<file path="src/rtl/alu_muldiv_if.sv">
// alu_muldiv_if: request/response handshake bundle for the alu_muldiv
// execute unit.
//   in_*   request channel: valid/ready, op select, operands, pass-through tag
//   out_*  response channel: valid/ready, result, echoed tag
// Modports:
//   master  the issuing side (EX-stage control / testbench)
//   slave   the execute unit
interface alu_muldiv_if #(
  parameter int XLEN  = 32,
  parameter int TAG_W = 5
);
  logic             in_valid;
  logic             in_ready;
  logic [4:0]       in_op;
  logic [XLEN-1:0]  in_a;
  logic [XLEN-1:0]  in_b;
  logic [TAG_W-1:0] in_tag;
  logic             out_valid;
  logic             out_ready;
  logic [XLEN-1:0]  out_result;
  logic [TAG_W-1:0] out_tag;

  modport master (
    output in_valid, in_op, in_a, in_b, in_tag, out_ready,
    input  in_ready, out_valid, out_result, out_tag
  );

  modport slave (
    input  in_valid, in_op, in_a, in_b, in_tag, out_ready,
    output in_ready, out_valid, out_result, out_tag
  );
endinterface

</file>
<file path="src/rtl/alu_muldiv.sv">
// alu_muldiv: EX-stage execute unit covering the base integer ALU ops and the
// M-extension (multiply, divide, remainder).
//   clk    clock, rising edge
//   rst    synchronous active-high reset, highest priority
//   flush  abort any in-flight op; nothing is produced for it
//   busy   high whenever the unit is not idle
//   bus    alu_muldiv_if.slave handshake (request in, result out)
// Base ops and divide special cases complete in 1 cycle, the multiply group
// in 2, normal divide/remainder in XLEN+1 via a restoring divider.
module alu_muldiv #(
  parameter int XLEN  = 32,
  parameter int TAG_W = 5
) (
  input  logic        clk,
  input  logic        rst,
  input  logic        flush,
  output logic        busy,
  alu_muldiv_if.slave bus
);
  localparam int SH_W  = $clog2(XLEN);
  localparam int CNT_W = $clog2(XLEN) + 1;

  localparam logic [1:0] S_IDLE = 2'd0;
  localparam logic [1:0] S_MUL  = 2'd1;
  localparam logic [1:0] S_DIV  = 2'd2;
  localparam logic [1:0] S_DONE = 2'd3;

  localparam logic [4:0] OP_ADD    = 5'd0;
  localparam logic [4:0] OP_SUB    = 5'd1;
  localparam logic [4:0] OP_AND    = 5'd2;
  localparam logic [4:0] OP_OR     = 5'd3;
  localparam logic [4:0] OP_XOR    = 5'd4;
  localparam logic [4:0] OP_SLT    = 5'd5;
  localparam logic [4:0] OP_SLTU   = 5'd6;
  localparam logic [4:0] OP_SLL    = 5'd7;
  localparam logic [4:0] OP_SRL    = 5'd8;
  localparam logic [4:0] OP_SRA    = 5'd9;
  localparam logic [4:0] OP_MUL    = 5'd10;
  localparam logic [4:0] OP_MULH   = 5'd11;
  localparam logic [4:0] OP_MULHSU = 5'd12;
  localparam logic [4:0] OP_MULHU  = 5'd13;
  localparam logic [4:0] OP_DIV    = 5'd14;
  localparam logic [4:0] OP_DIVU   = 5'd15;
  localparam logic [4:0] OP_REM    = 5'd16;
  localparam logic [4:0] OP_REMU   = 5'd17;

  localparam logic [XLEN-1:0] MOST_NEG = {1'b1, {(XLEN-1){1'b0}}};

  logic [1:0]        state;
  logic              out_valid_q;
  logic [XLEN-1:0]   out_result_q;
  logic [TAG_W-1:0]  out_tag_q;
  logic [CNT_W-1:0]  cnt;
  logic [2*XLEN-1:0] mul_a, mul_b;
  logic              mul_hi;
  logic [XLEN-1:0]   div_q, div_r, div_d;
  logic              neg_q, neg_r, want_rem;

  // Handshake outputs depend on state only (plus reset gating of in_ready).
  assign bus.in_ready   = (state == S_IDLE) && !rst;
  assign busy           = (state != S_IDLE);
  assign bus.out_valid  = out_valid_q;
  assign bus.out_result = out_result_q;
  assign bus.out_tag    = out_tag_q;

  // ---------------- request decode ----------------
  logic [XLEN-1:0] a, b;
  logic [SH_W-1:0] shamt;
  logic            is_mul, is_div, div_signed, div_rem, b_zero, div_ovf;
  logic            a_neg, b_neg, mul_a_sx, mul_b_sx;
  logic [XLEN-1:0] a_mag, b_mag, base_res, imm_res;

  assign a          = bus.in_a;
  assign b          = bus.in_b;
  assign shamt      = b[SH_W-1:0];
  assign is_mul     = bus.in_op inside {[OP_MUL:OP_MULHU]};
  assign is_div     = bus.in_op inside {[OP_DIV:OP_REMU]};
  assign div_signed = (bus.in_op == OP_DIV) || (bus.in_op == OP_REM);
  assign div_rem    = (bus.in_op == OP_REM) || (bus.in_op == OP_REMU);
  assign b_zero     = (b == '0);
  assign div_ovf    = div_signed && (a == MOST_NEG) && (b == '1);
  assign a_neg      = div_signed && a[XLEN-1];
  assign b_neg      = div_signed && b[XLEN-1];
  assign a_mag      = a_neg ? -a : a;
  assign b_mag      = b_neg ? -b : b;
  // Only MULH treats b as signed; MULH and MULHSU treat a as signed.
  assign mul_a_sx   = ((bus.in_op == OP_MULH) || (bus.in_op == OP_MULHSU)) && a[XLEN-1];
  assign mul_b_sx   = (bus.in_op == OP_MULH) && b[XLEN-1];

  always_comb begin
    base_res = {(XLEN/32){32'hDEADBEEF}};
    case (bus.in_op)
      OP_ADD:  base_res = a + b;
      OP_SUB:  base_res = a - b;
      OP_AND:  base_res = a & b;
      OP_OR:   base_res = a | b;
      OP_XOR:  base_res = a ^ b;
      OP_SLT:  base_res = {{(XLEN-1){1'b0}}, $signed(a) < $signed(b)};
      OP_SLTU: base_res = {{(XLEN-1){1'b0}}, a < b};
      OP_SLL:  base_res = a << shamt;
      OP_SRL:  base_res = a >> shamt;
      OP_SRA:  base_res = XLEN'($signed(a) >>> shamt);
      default: ;
    endcase
  end

  // Single-cycle result: base op, undefined op, or a divide special case.
  always_comb begin
    imm_res = base_res;
    if (is_div) begin
      if (b_zero) imm_res = div_rem ? a : '1;
      else        imm_res = div_rem ? '0 : a;  // signed overflow
    end
  end

  // ---------------- datapath steps ----------------
  // Sign-extending to 2*XLEN makes the truncated unsigned product correct
  // for every signedness combination.
  logic [2*XLEN-1:0] prod;
  assign prod = mul_a * mul_b;

  // One restoring-division step: shift in the next dividend bit, try to
  // subtract the divisor, keep the difference if it did not go negative.
  logic [XLEN:0]   r_sh, r_diff;
  logic [XLEN-1:0] q_nxt, r_nxt, q_fix, r_fix;
  assign r_sh   = {div_r, div_q[XLEN-1]};
  assign r_diff = r_sh - {1'b0, div_d};
  assign q_nxt  = {div_q[XLEN-2:0], ~r_diff[XLEN]};
  assign r_nxt  = r_diff[XLEN] ? r_sh[XLEN-1:0] : r_diff[XLEN-1:0];
  assign q_fix  = neg_q ? -q_nxt : q_nxt;
  assign r_fix  = neg_r ? -r_nxt : r_nxt;

  // ---------------- control ----------------
  // NOTE: every register here uses non-blocking assignment so all of them
  // sample pre-edge values regardless of statement order.
  always_ff @(posedge clk) begin
    if (rst) begin
      state        <= S_IDLE;
      out_valid_q  <= 1'b0;
      out_result_q <= '0;
      out_tag_q    <= '0;
      cnt          <= '0;
      mul_a        <= '0;
      mul_b        <= '0;
      mul_hi       <= 1'b0;
      div_q        <= '0;
      div_r        <= '0;
      div_d        <= '0;
      neg_q        <= 1'b0;
      neg_r        <= 1'b0;
      want_rem     <= 1'b0;
    end else if (flush) begin
      state       <= S_IDLE;
      out_valid_q <= 1'b0;
    end else begin
      case (state)
        S_IDLE: if (bus.in_valid) begin
          out_tag_q <= bus.in_tag;
          if (is_mul) begin
            state  <= S_MUL;
            mul_a  <= {{XLEN{mul_a_sx}}, a};
            mul_b  <= {{XLEN{mul_b_sx}}, b};
            mul_hi <= (bus.in_op != OP_MUL);
          end else if (is_div && !b_zero && !div_ovf) begin
            state    <= S_DIV;
            cnt      <= CNT_W'(XLEN);
            div_q    <= a_mag;
            div_r    <= '0;
            div_d    <= b_mag;
            neg_q    <= a_neg ^ b_neg;
            neg_r    <= a_neg;
            want_rem <= div_rem;
          end else begin
            state        <= S_DONE;
            out_valid_q  <= 1'b1;
            out_result_q <= imm_res;
          end
        end
        S_MUL: begin
          state        <= S_DONE;
          out_valid_q  <= 1'b1;
          out_result_q <= mul_hi ? prod[2*XLEN-1:XLEN] : prod[XLEN-1:0];
        end
        S_DIV: begin
          cnt   <= cnt - 1'b1;
          div_q <= q_nxt;
          div_r <= r_nxt;
          // Last quotient bit: apply the sign fix-up on the way into DONE.
          if (cnt == CNT_W'(1)) begin
            state        <= S_DONE;
            out_valid_q  <= 1'b1;
            out_result_q <= want_rem ? r_fix : q_fix;
          end
        end
        S_DONE: if (bus.out_ready) begin
          state       <= S_IDLE;
          out_valid_q <= 1'b0;
        end
      endcase
    end
  end
endmodule

</file>
<file path="src/flat_wrapper.sv">
// flat-port wrapper written by rule: the top's interface ports become plain ports
module alu_muldiv_flat 
#(
  parameter int XLEN  = 32,
  parameter int TAG_W = 5
)
  (clk, rst, flush, busy, bus_in_valid, bus_in_op, bus_in_a, bus_in_b, bus_in_tag, bus_out_ready, bus_in_ready, bus_out_valid, bus_out_result, bus_out_tag);
  alu_muldiv_if #(.XLEN(XLEN), .TAG_W(TAG_W)) bus_i ();
  input  logic clk;
  input  logic rst;
  input  logic flush;
  output logic busy;
  input wire logic [$bits(bus_i.in_valid)-1:0] bus_in_valid;
  input wire logic [$bits(bus_i.in_op)-1:0] bus_in_op;
  input wire logic [$bits(bus_i.in_a)-1:0] bus_in_a;
  input wire logic [$bits(bus_i.in_b)-1:0] bus_in_b;
  input wire logic [$bits(bus_i.in_tag)-1:0] bus_in_tag;
  input wire logic [$bits(bus_i.out_ready)-1:0] bus_out_ready;
  output wire logic [$bits(bus_i.in_ready)-1:0] bus_in_ready;
  output wire logic [$bits(bus_i.out_valid)-1:0] bus_out_valid;
  output wire logic [$bits(bus_i.out_result)-1:0] bus_out_result;
  output wire logic [$bits(bus_i.out_tag)-1:0] bus_out_tag;
  assign bus_i.in_valid = bus_in_valid;
  assign bus_i.in_op = bus_in_op;
  assign bus_i.in_a = bus_in_a;
  assign bus_i.in_b = bus_in_b;
  assign bus_i.in_tag = bus_in_tag;
  assign bus_i.out_ready = bus_out_ready;
  assign bus_in_ready = bus_i.in_ready;
  assign bus_out_valid = bus_i.out_valid;
  assign bus_out_result = bus_i.out_result;
  assign bus_out_tag = bus_i.out_tag;
  alu_muldiv #(.XLEN(XLEN), .TAG_W(TAG_W)) u_core (.clk(clk), .rst(rst), .flush(flush), .busy(busy), .bus(bus_i));
endmodule
</file>
<file path="config.mk">
export PLATFORM = sky130hd
export DESIGN_NAME = alu_muldiv_flat
export DESIGN_NICKNAME = d
export VERILOG_FILES = /design/src/rtl/alu_muldiv_if.sv /design/src/rtl/alu_muldiv.sv /design/src/flat_wrapper.sv
export SDC_FILE = /design/constraint.sdc
export NUM_CORES = 2
export LEC_CHECK = 0
export BUFFER_PORTS_ARGS = -buffer_cell sky130_fd_sc_hd__clkbuf_2
export CAP_MARGIN = 20
export CORE_ASPECT_RATIO = 0.5
export CORE_MARGIN = 2
export CORE_UTILIZATION = 66
export CTS_CLUSTER_DIAMETER = 50
export DETAILED_ROUTE_END_ITERATION = 6
export PLACE_DENSITY = 0.89
export SYNTH_ARGS = -nofsm -noshare
export SYNTH_HDL_FRONTEND = slang
export SYNTH_SLANG_ARGS = --single-unit
</file>
<file path="constraint.sdc">
create_clock -name clk -period 8.9 [get_ports clk]
set_input_delay 1.78 -clock clk [delete_from_list [all_inputs] [get_ports clk]]
set_output_delay 1.78 -clock clk [all_outputs]
set_load 0.005 [all_outputs]
</file>
==> flow_metrics.tcl <==
set metrics [dict create \
    clock-skew-final_ns 0.0195 \
    ys_seq_elements 212 \
    gp_congestion 1.12 \
    routed_wl_um 220000 \
    dieArea_sq_um 95300 \
    cp-start-kind "flip-flop" \
    synth.top_cell.area_share_pct 36.9 \
    fillCellCount 6774 \
    port_buffers 118 \
    crit_top_cell "inv_1" \
    powerDensity_nw_per_um2 56.7 \
    path_class "flip-flop to flip-flop" \
    insertion_delay_ns 0.57 \
    mostFrequentLayoutCells "inv_1 (1,287), fa_1 (1,125), nand2_1 (1,007)" \
    yosys_warnings 0 \
    p_switching_mw 1.59 \
    critPathMaxFanout 27 \
    comb_power_share_pct 42.1 \
    io_pins 119 \
    drc 26 \
    numCtsBuffers 23 \
    clkPwrFrac_pct 29.8 \
    cp-end-kind "flip-flop" \
    worst_ep_required_time_ns 9.36 \
    max_stage_delay_ns 0.65 \
    ys_top_cells_by_area "fa_1 (37%), inv_1 (7.9%), ha_1 (7.2%)" \
    fp.dieH_um 219 \
    synth.cell_area_sq_um 61200 \
    vias_per_cell 6.60 \
    cap_violations 0 \
    p_sw_share_pct 43.8 \
    max-slew-margin-rel_pct 13.7 \
    regToRegSetupSlack_ns 0.12 \
    antenna_left 0 \
    placed_cells 8535 \
    dp_hpwl_um 171000 \
    synth_area_leader_cell "fa_1" \
    cts_tree "yes" \
    rows 78 \
    p_leak_nw 30.6 \
    dieWidth_um 435 \
    cp_slowest_cell "fa_2" \
    clock_sinks 212 \
    holdWs_ns 0.455 \
    core_sq_um 91300 \
    crit_arrival_ns 9.24 \
    async_flop_share_pct 0 \
    firstDrtPassIters 7 \
    nets 8892 \
    violations "design-rule violations" \
    tightestPinTransition_ns 1.30 \
    min_path_type "flip-flop to flip-flop" \
    p_int_mw 2.04 \
    syn_area_per_cell_sq_um 8.16 \
    grt_pass1_vias 56700 \
    route.vias.total 56700 \
    setup_violations 0 \
    multi_input_area_sq_um 50300 \
    maxSlewViolCount 0 \
    dp_slack_ns 0.0399 \
    outcome "complete, but fails checks" \
    syn_nets 9060 \
    final_cells 8601 \
    grt.total_usage_pct 46.3 \
    fmaxAchievable_mhz 114 \
    min_period_ns 8.78 \
    period_share_pct 98.7 \
    syn_to_final_growth_pct 4.63 \
    wl_per_cell_um 25.5 \
    cts-root-buf "clkbuf_16" \
    yosys.cell_types.count 101 \
    final_hold_viol_count 0 \
    start_util_pct 67.1 \
    grt_max_degree 103 \
    layout-drive-gt1-share_pct 6.40 \
    cts_hold_buf 0 \
    p_seq_share_pct 28.2 \
    synth-edff-count 0 \
    synth-seq-area-share_pct 6.94 \
    gr-total-overflow 0 \
    yosys_most_used_dff "dfxtp_1" \
    h-tree-depth 1 \
    register_area_sq_um 4280 \
    final_common_cell "inv_1" \
    drtIter0Drc 9337 \
    layout_setup_ws_ns 0.117 \
    antenna_found_initial 18 \
    fin_area_sq_um 64000 \
    cts.path.max_buffers 3 \
    clkTransAtPathRegs_ns 0.07 \
    max-vdd-ir-drop_v 0.000130 \
    synthCells 7501 \
    grt_pass1_wl_um 332000 \
    dpl-instance-area_sq_um 63000 \
]
-- cell type report --
class,count,share of cell area (%)
Clock inverter,11,0.250
Antenna cell,13,0.0508
Tap cell,1240,2.42
Multi-Input combinational cell,5513,78.6
Inverter,1295,7.60
Timing Repair Buffer,288,3.38
Sequential cell,212,6.68
Clock buffer,29,1.01
-- cells in the mapped netlist, types with 11 or more instances --
cell / count
mux2i_1: 76
a22oi_1: 22
o211ai_1: 50
a31oi_1: 39
o21a_1: 22
a211o_1: 13
o21ai_0: 280
nand4_1: 43
o22ai_1: 20
nand2b_1: 48
or4_1: 15
o221ai_1: 23
a2111oi_0: 20
and3_1: 16
buf_2: 18
or3_1: 34
o41ai_1: 12
or2_2: 11
ha_1: 352
o31ai_1: 47
mux4_2: 22
nor3_1: 83
clkbuf_1: 421
a21oi_1: 422
inv_1: 1289
and2_1: 548
buf_1: 36
a211oi_1: 77
nand3_1: 78
o21ai_1: 13
mux2_2: 21
nand3b_1: 13
a221oi_1: 34
dfxtp_1: 212
nor2b_1: 34
fa_1: 1128
nor4_1: 31
nand2_1: 1007
o21bai_1: 26
xor2_1: 64
nor2_1: 380
a21o_1: 51
a221o_1: 12
xnor2_1: 165
-- layer usage --
layer	global-route usage [%]	share of wire, %	vias to the layer above
met5	0.615	0.084	-
met4	29.0	8.0	20
met3	18.1	16	1277
met2	66.9	41	4627
met1	58.2	34	27400
li1	-	-	23400
-- registers in the layout, indices dropped and copies added, names as in the netlist --
signal,flops
u_core.state,2
u_core.neg_r,1
u_core.div_d,32
u_core.neg_q,1
u_core.div_q,32
u_core.bus.out_valid,1
u_core.bus.out_tag,5
u_core.mul_a,33
u_core.mul_hi,1
u_core.cnt,6
u_core.bus.out_result,32
u_core.want_rem,1
u_core.div_r,32
u_core.mul_b,33
-- cell families (layout without fill, tap and decap cells) --
family                     Yosys count  after routing  synth area share (%)
adders and majority gates         1480           1480                  44.1
xor gates and xnor gates           229            229                  3.28
AOI/OAI and AO/OA                 1301           1301                  13.6
and+or+nand+nor                   2384           2384                  18.7
buffers and inverters             1776           1623                  11.0
muxes                              119            119                  2.44
DFF                                212            212                  6.94
other                                0             13                     0
-- per-stage QoR --
step                power, mW  util (%)  TNS [ns]
CTS                      3.50      69.9         0
global placement         2.44      69.0         0
finish                   3.63      70.2         0
global route             3.69      70.1  -0.00244
floorplan                1.95         -         0
detailed placement       2.45      69.0         0
-- worst max-delay path: cells and delay by family (launching register included) --
family / cells / cell delay [ns]
AO/OA/AOI/OAI: 10 / 2.12
XOR/XNOR: 1 / 0.39
adder cells (fa/ha/maj): 9 / 4.80
buffers and inverters: 8 / 0.78
flip-flops: 1 / 0.31
AND/OR/NAND/NOR: 2 / 0.26
-- path summary, 6_finish.rpt --
path | from | endpoint | depth (start not counted)
hold / removal | u_core.bus.out_tag[2] | u_core.bus.out_tag[2] | 2
setup / recovery | u_core.mul_b[0] | u_core.bus.out_result[25] | 30
hold reg to reg | u_core.bus.out_tag[2] | u_core.bus.out_tag[2] | 2
setup reg to reg | u_core.mul_b[0] | u_core.bus.out_result[25] | 30
-- power by group through the flow --
stage | Sequential [mW] | Combinational [mW] | Clock, mW
after floorplan | 1.02 | 0.932 | 0
after global placement | 1.04 | 1.40 | 0
after detailed placement | 1.04 | 1.41 | 0
after CTS | 1.02 | 1.42 | 1.06
after global routing | 1.02 | 1.57 | 1.09
final | 1.02 | 1.53 | 1.08
-- what timing repair did --
item	in CTS	in global routing
buffers inserted	0	10
setup endpoints to repair	0	25
gates resized for setup	0	37
Note: power is estimated with default switching activity, not from simulation.
